`src/rtl/writeback_arbiter.sv`:
```
// Four-source writeback arbiter: per-source FIFOs, rotating-priority grant,
// registered writeback port and a saturating count of phy-0 drops.
module writeback_arbiter #(
  parameter int DEPTH = 2
) (
  input  logic        clk,
  input  logic        reset,
  input  logic        add_valid,
  input  logic        load_valid,
  input  logic        mul_valid,
  input  logic        div_valid,
  output logic        add_ready,
  output logic        load_ready,
  output logic        mul_ready,
  output logic        div_ready,
  input  logic [31:0] add_data,
  input  logic [31:0] load_data,
  input  logic [31:0] mul_data,
  input  logic [31:0] div_data,
  input  logic [7:0]  add_phy,
  input  logic [7:0]  load_phy,
  input  logic [7:0]  mul_phy,
  input  logic [7:0]  div_phy,
  output logic        wb_valid,
  output logic [31:0] wb_data,
  output logic [7:0]  wb_phy,
  output logic [1:0]  wb_src,
  output logic [15:0] drop_count
);

  localparam int PW = $clog2(DEPTH);
  localparam int CW = PW + 1;

  function automatic logic [15:0] sat_add16(input logic [15:0] a, input logic [2:0] b);
    logic [16:0] sum;
    sum = {1'b0, a} + 17'(b);
    return sum[16] ? 16'hFFFF : sum[15:0];
  endfunction

  logic [3:0]    in_valid;
  logic [31:0]   in_data [4];
  logic [7:0]    in_phy  [4];

  logic [31:0]   mem_data_q [4][DEPTH];
  logic [7:0]    mem_phy_q  [4][DEPTH];
  logic [PW-1:0] wr_ptr_q [4];
  logic [PW-1:0] rd_ptr_q [4];
  logic [CW-1:0] cnt_q    [4];

  logic [1:0]    rr_ptr_q;
  logic          wb_valid_q;
  logic [31:0]   wb_data_q;
  logic [7:0]    wb_phy_q;
  logic [1:0]    wb_src_q;
  logic [15:0]   drop_cnt_q;
  logic [15:0]   drop_cnt_d;

  logic [3:0]    ready;
  logic [3:0]    push;
  logic [3:0]    drop;
  logic [3:0]    nonempty;
  logic [3:0]    pop;
  logic [2:0]    drop_sum;
  logic          grant;
  logic [1:0]    win;
  logic [1:0]    cand;

  assign in_valid   = {div_valid, mul_valid, load_valid, add_valid};
  assign in_data[0] = add_data;
  assign in_data[1] = load_data;
  assign in_data[2] = mul_data;
  assign in_data[3] = div_data;
  assign in_phy[0]  = add_phy;
  assign in_phy[1]  = load_phy;
  assign in_phy[2]  = mul_phy;
  assign in_phy[3]  = div_phy;

  // Ready comes from the registered count alone and is forced low while in reset.
  always_comb begin
    ready    = 4'b0;
    push     = 4'b0;
    drop     = 4'b0;
    nonempty = 4'b0;
    drop_sum = 3'd0;
    for (int i = 0; i < 4; i++) begin
      ready[i]    = reset && (cnt_q[i] < CW'(DEPTH));
      push[i]     = in_valid[i] && ready[i] && (in_phy[i] != 8'h00);
      drop[i]     = in_valid[i] && ready[i] && (in_phy[i] == 8'h00);
      nonempty[i] = (cnt_q[i] != '0);
      drop_sum    = drop_sum + {2'b00, drop[i]};
    end
  end

  assign add_ready  = ready[0];
  assign load_ready = ready[1];
  assign mul_ready  = ready[2];
  assign div_ready  = ready[3];

  // Rotating priority: first non-empty source at or after rr_ptr wins.
  always_comb begin
    grant = 1'b0;
    win   = rr_ptr_q;
    cand  = 2'd0;
    for (int k = 0; k < 4; k++) begin
      cand = rr_ptr_q + 2'(k);
      if (!grant && nonempty[cand]) begin
        grant = 1'b1;
        win   = cand;
      end
    end
  end

  assign pop        = grant ? (4'b0001 << win) : 4'b0000;
  assign drop_cnt_d = sat_add16(drop_cnt_q, drop_sum);

  always_ff @(posedge clk or negedge reset) begin
    if (!reset) begin
      for (int i = 0; i < 4; i++) begin
        wr_ptr_q[i] <= '0;
        rd_ptr_q[i] <= '0;
        cnt_q[i]    <= '0;
      end
      rr_ptr_q   <= 2'd0;
      wb_valid_q <= 1'b0;
      wb_data_q  <= 32'h0;
      wb_phy_q   <= 8'h0;
      wb_src_q   <= 2'd0;
      drop_cnt_q <= 16'h0;
    end else begin
      for (int i = 0; i < 4; i++) begin
        if (push[i]) wr_ptr_q[i] <= wr_ptr_q[i] + PW'(1);
        if (pop[i])  rd_ptr_q[i] <= rd_ptr_q[i] + PW'(1);
        case ({push[i], pop[i]})
          2'b10:   cnt_q[i] <= cnt_q[i] + CW'(1);
          2'b01:   cnt_q[i] <= cnt_q[i] - CW'(1);
          default: cnt_q[i] <= cnt_q[i];
        endcase
      end
      wb_valid_q <= grant;
      if (grant) begin
        wb_data_q <= mem_data_q[win][rd_ptr_q[win]];
        wb_phy_q  <= mem_phy_q[win][rd_ptr_q[win]];
        wb_src_q  <= win;
        rr_ptr_q  <= win + 2'd1;
      end
      drop_cnt_q <= drop_cnt_d;
    end
  end

  // Storage is qualified by the counts, so it carries no reset.
  always_ff @(posedge clk) begin
    for (int i = 0; i < 4; i++) begin
      if (push[i]) begin
        mem_data_q[i][wr_ptr_q[i]] <= in_data[i];
        mem_phy_q[i][wr_ptr_q[i]]  <= in_phy[i];
      end
    end
  end

  assign wb_valid   = wb_valid_q;
  assign wb_data    = wb_data_q;
  assign wb_phy     = wb_phy_q;
  assign wb_src     = wb_src_q;
  assign drop_count = drop_cnt_q;

endmodule
```
`config.mk`:
```
export PLATFORM = sky130hd
export DESIGN_NAME = writeback_arbiter
export DESIGN_NICKNAME = d
export VERILOG_FILES = /design/src/rtl/writeback_arbiter.sv
export SDC_FILE = /design/constraint.sdc
export NUM_CORES = 1
export LEC_CHECK = 0
export ABC_AREA = 0
export BUFFER_PORTS_ARGS = -buffer_cell sky130_fd_sc_hd__buf_2
export CAP_MARGIN = 20
export CORE_AREA = 2 2 179 181
export DETAILED_ROUTE_END_ITERATION = 10
export DIE_AREA = 0 0 181 183
export PLACE_DENSITY_LB_ADDON = 0.12
export SKIP_LAST_GASP = 1
export SLEW_MARGIN = 10
export SYNTH_ARGS = -nofsm -noshare
export SYNTH_HDL_FRONTEND = slang
export SYNTH_SLANG_ARGS = --single-unit
```
`constraint.sdc`:
```
create_clock -name clk -period 2.64 [get_ports clk]
set_input_delay 0.264 -clock clk [delete_from_list [all_inputs] [get_ports clk]]
set_output_delay 0.264 -clock clk [all_outputs]
set_load 0.02 [all_outputs]
```
==> results.tsv <==
stage	metric	value	unit
run_status	status	finished, violations left	
run_status	violated checks	negative setup slack	
pwr	PwrDens	1300	nW/um2
logic_synthesis	mux share of post-synthesis cell area	0.0311	
global_route	GRT overflow	0	
worst_hold_path	hold path start	mul_phy[5]	
worst_setup_path	CP Cell Sequence	nor2b_2 > and2_4 > nand2_2 > fa_1 > fa_2 > buf_4 > nor2b_4 > o21ai_2 > nor2_4 > nand4_1 > mux2_4	
worst_hold_path	hold depth	2	
worst_setup_path	flop-to-flop setup slack	-0.02	ns
clock_network	deepest clock path buffer count	3	
logic_synthesis	top cells by area, synth	edfxtp_1, dfrtp_1, nand2_1, mux2i_1, a221o_1	
logic_synthesis	Cell variety after synth	42	
clock_network	CTS Buf Count	42	
sta	Setup WS post-layout	-0.0223	ns
logic_synthesis	Synth top area share	0.609	
placed_design	PortBufs	228	
logic_synthesis	#FFs+latches synth	397	
floorplan	core area	31200	um2
worst_setup_path	r2r startpoint	cnt_q[7]	
clock_network	clock slew at reported path FFs	0.06	ns
floorplan	Starting Density	0.505	
worst_setup_path	CP peak stage delay	0.48	ns
clock_network	Clock Latency Late Sink	0.55	ns
logic_synthesis	top cells by count, synth	edfxtp_1, nand2_1, dfrtp_1	
logic_synthesis	warnings from Yosys	0	
worst_setup_path	crit path buf inv count	1	
placed_design	pre-CTS WS	-0.556	ns
worst_setup_path	critical path type	reg -> reg	
drt	WL/cell	21.0	um
clock_network	CTS tree	done	
drt	First-pass DRT Iterations	5	
placed_design	DP HPWL	23.5	mm
worst_setup_path	CP Capture Type	flip-flop	
logic_synthesis	sequential area share after synthesis	0.731	
sta	RSZ-0062 raised after global routing	yes	
sta	clk_skew	0.0228	ns
clock_network	Root Buffer	clkbuf_16	
drt	Final ANT Viol Nets	0	
sta	Fin. Hold Viols	0	
layout	share of cells above drive strength 1	0.259	
clock_network	clk sinks	397	
sta	Setup TNS Final	-0.0223	ns
logic_synthesis	fraction of the mapped netlist area in compound gates	0.0818	
worst_setup_path	CP Depth	11	
layout	fin util	0.678	
pwr	VDD IR-drop max	1150	uV
worst_setup_path	Req. time, crit path	3.06	ns
sta	Slew Viols, Final	0	
global_route	vias in the first global route	11100	
worst_setup_path	delay-heaviest family, CP	adder cells	
floorplan	Ports	229	
worst_setup_path	Crit-path slowest cell	fa_1	
logic_synthesis	most numerous cell in the Yosys netlist	edfxtp_1	
drt	Iter 0 DRT Violations	775	
global_route	first-pass GRT wire length	61.9	mm
clock_network	htree depth	2	
sta	Min Hold Slack	0.0148	ns
logic_synthesis	Syn Area/Cell	13.7	um2
layout	Design Area, Final	21200	um2
logic_synthesis	adder-cell area share of the yosys netlist	0.0109	
logic_synthesis	Yosys top cell by area	edfxtp_1	
global_route	initial antenna violation count	5	
drt	DR vias/cell	5.48	
worst_setup_path	Setup crit start kind	flip-flop	
worst_setup_path	Reg2Reg Depth	11	
sta	Final Cycle Share	1.01	
drt	vias	11100	
drt	WL final	42.5	mm
global_route	GRT Overall Usage	0.244	
floorplan	Die ar.	33100	um2
drt	remaining routing DRC violations	0	
sta	Setup-failing EPs final	1	
floorplan	Die Ht	183	um
floorplan	Die X	181	um
sta	worst slew pin tran	0.777	ns
logic_synthesis	cells after synthesis	1150	
worst_setup_path	reg-to-reg endpoint	drop_count[15]	
logic_synthesis	Post-Synth XOR/XNOR Area	0.0144	
worst_setup_path	Crit Path Max Fanout	3	
floorplan	row count	65	
sta	normalized max-slew margin	0.479	
worst_setup_path	crit path DAT	3.08	ns
logic_synthesis	largest family of logic cells by synthesized area	simple AND/OR/NAND/NOR gates	
worst_hold_path	worst hold path class	in -> reg	
logic_synthesis	EDFF count, synth	320	
worst_hold_path	hold path endpoint	mem_phy_q[2][13]	
logic_synthesis	Mapped Area	15800	um2
logic_synthesis	Post-Syn Nets	1328	
placed_design	Placed Area	17900	um2
global_route	largest net degree at the start of global routing	93	
pwr	leakage power	8.47	nW
logic_synthesis	Post-synth ARST share	0.194	
sta	min cycle time layout	2.66	ns
layout	Final #Nets	1764	
placed_design	gp weighted congestion	0.803	
logic_synthesis	Post-synth top flop	edfxtp_1	
sta	f_max	376	MHz
logic_synthesis	simple-gate share of the synthesized area	0.108	
flow_run	Max Cap Violations	0	
layout	synth-to-layout area growth	34.3	%
cell usage in the layout, fill, tap and decap left out, drive strengths merged, types with 2 or more instances in the layout:
cell type / n
a21oi: 46
nor3: 2
ha: 9
o21ai: 13
bufinv: 4
fa: 3
buf: 303
mux2i: 44
nor2: 67
nor2b: 5
a31oi: 40
inv: 11
diode: 5
and2: 9
or2: 4
xor2: 12
nand3: 48
mux2: 3
a221o: 40
dfrtp: 77
xnor2: 14
or4: 8
nand2: 253
dlygate4sd3: 149
clkbuf: 67
and3: 5
edfxtp: 320
nand4: 4
clkinv: 11
o211ai: 40
cell families after synthesis:
logic type      count (synthesis)
mux                            47
fa+ha+maj                      12
xor+xnor                       26
simple gates                  407
buf+inv                        77
flops                         397
compound gates                184
report_power, final:
part	switching (mW)	internal [mW]	total, mW
combinational	7.50	5.48	13.0
sequential	0.525	8.00	8.52
clock	2.42	3.56	5.98
how the worst max path moves through the flow:
stage	start	to	slack (ns)
detailed placement	add_phy[5]	drop_count[13]	-0.56
global placement	add_phy[5]	drop_count[11]	-0.54
floorplan	cnt_q[1]	mem_data_q[3][0]	-0.57
global route	cnt_q[7]	drop_count[10]	-0.14
CTS	cnt_q[7]	drop_count[13]	-0.03
finish	cnt_q[7]	drop_count[15]	-0.02
final cells by class:
| type | count | area (um2) |
|---|---|---|
| clock buffers | 62 | 1200 |
| diodes | 5 | 12.5 |
| fillers | 2306 | 10000 |
| multi-input cells | 677 | 4120 |
| clock inverters | 16 | 225 |
| flip-flops and latches | 397 | 11500 |
| inverters | 11 | 48.8 |
| well taps | 402 | 503 |
| repair buffers | 457 | 3540 |
registers in the layout, indices dropped and copies added, names as in the netlist:
register / flops
drop_count: 16
rr_ptr_q: 2
wb_valid: 1
cnt_q: 8
wb_phy: 8
wb_src: 2
mem_phy_q: 64
wr_ptr_q: 4
wb_data: 32
rd_ptr_q: 4
mem_data_q: 256
stage by stage:
step           power, mW  cells
3_5_place_dp        20.1   1781
6_report            27.5   2027
4_1_cts             26.2   2010
3_3_place_gp        19.9   1781
5_1_grt             29.1   2027
2_1_floorplan       16.8   1150
layer usage:
| layer | track usage | wire [um] | vias to the layer above |
|---|---|---|---|
| met5 | 0 | 0 | - |
| met1 | 0.319 | 17400 | 5533 |
| met4 | 0.0709 | 981 | 0 |
| met3 | 0.0369 | 2470 | 71 |
| met2 | 0.427 | 21600 | 381 |
| li1 | - | - | 5133 |
repair_timing:
action,in CTS,in global routing
setup buffers,2,6
cloned,0,6
hold buffers,149,0
gates resized for setup,1,34
endpoints found under the setup margin,13,59
pin swaps,1,8
hold endpoints to repair,373,0
Note: power is estimated with default switching activity, not from simulation.
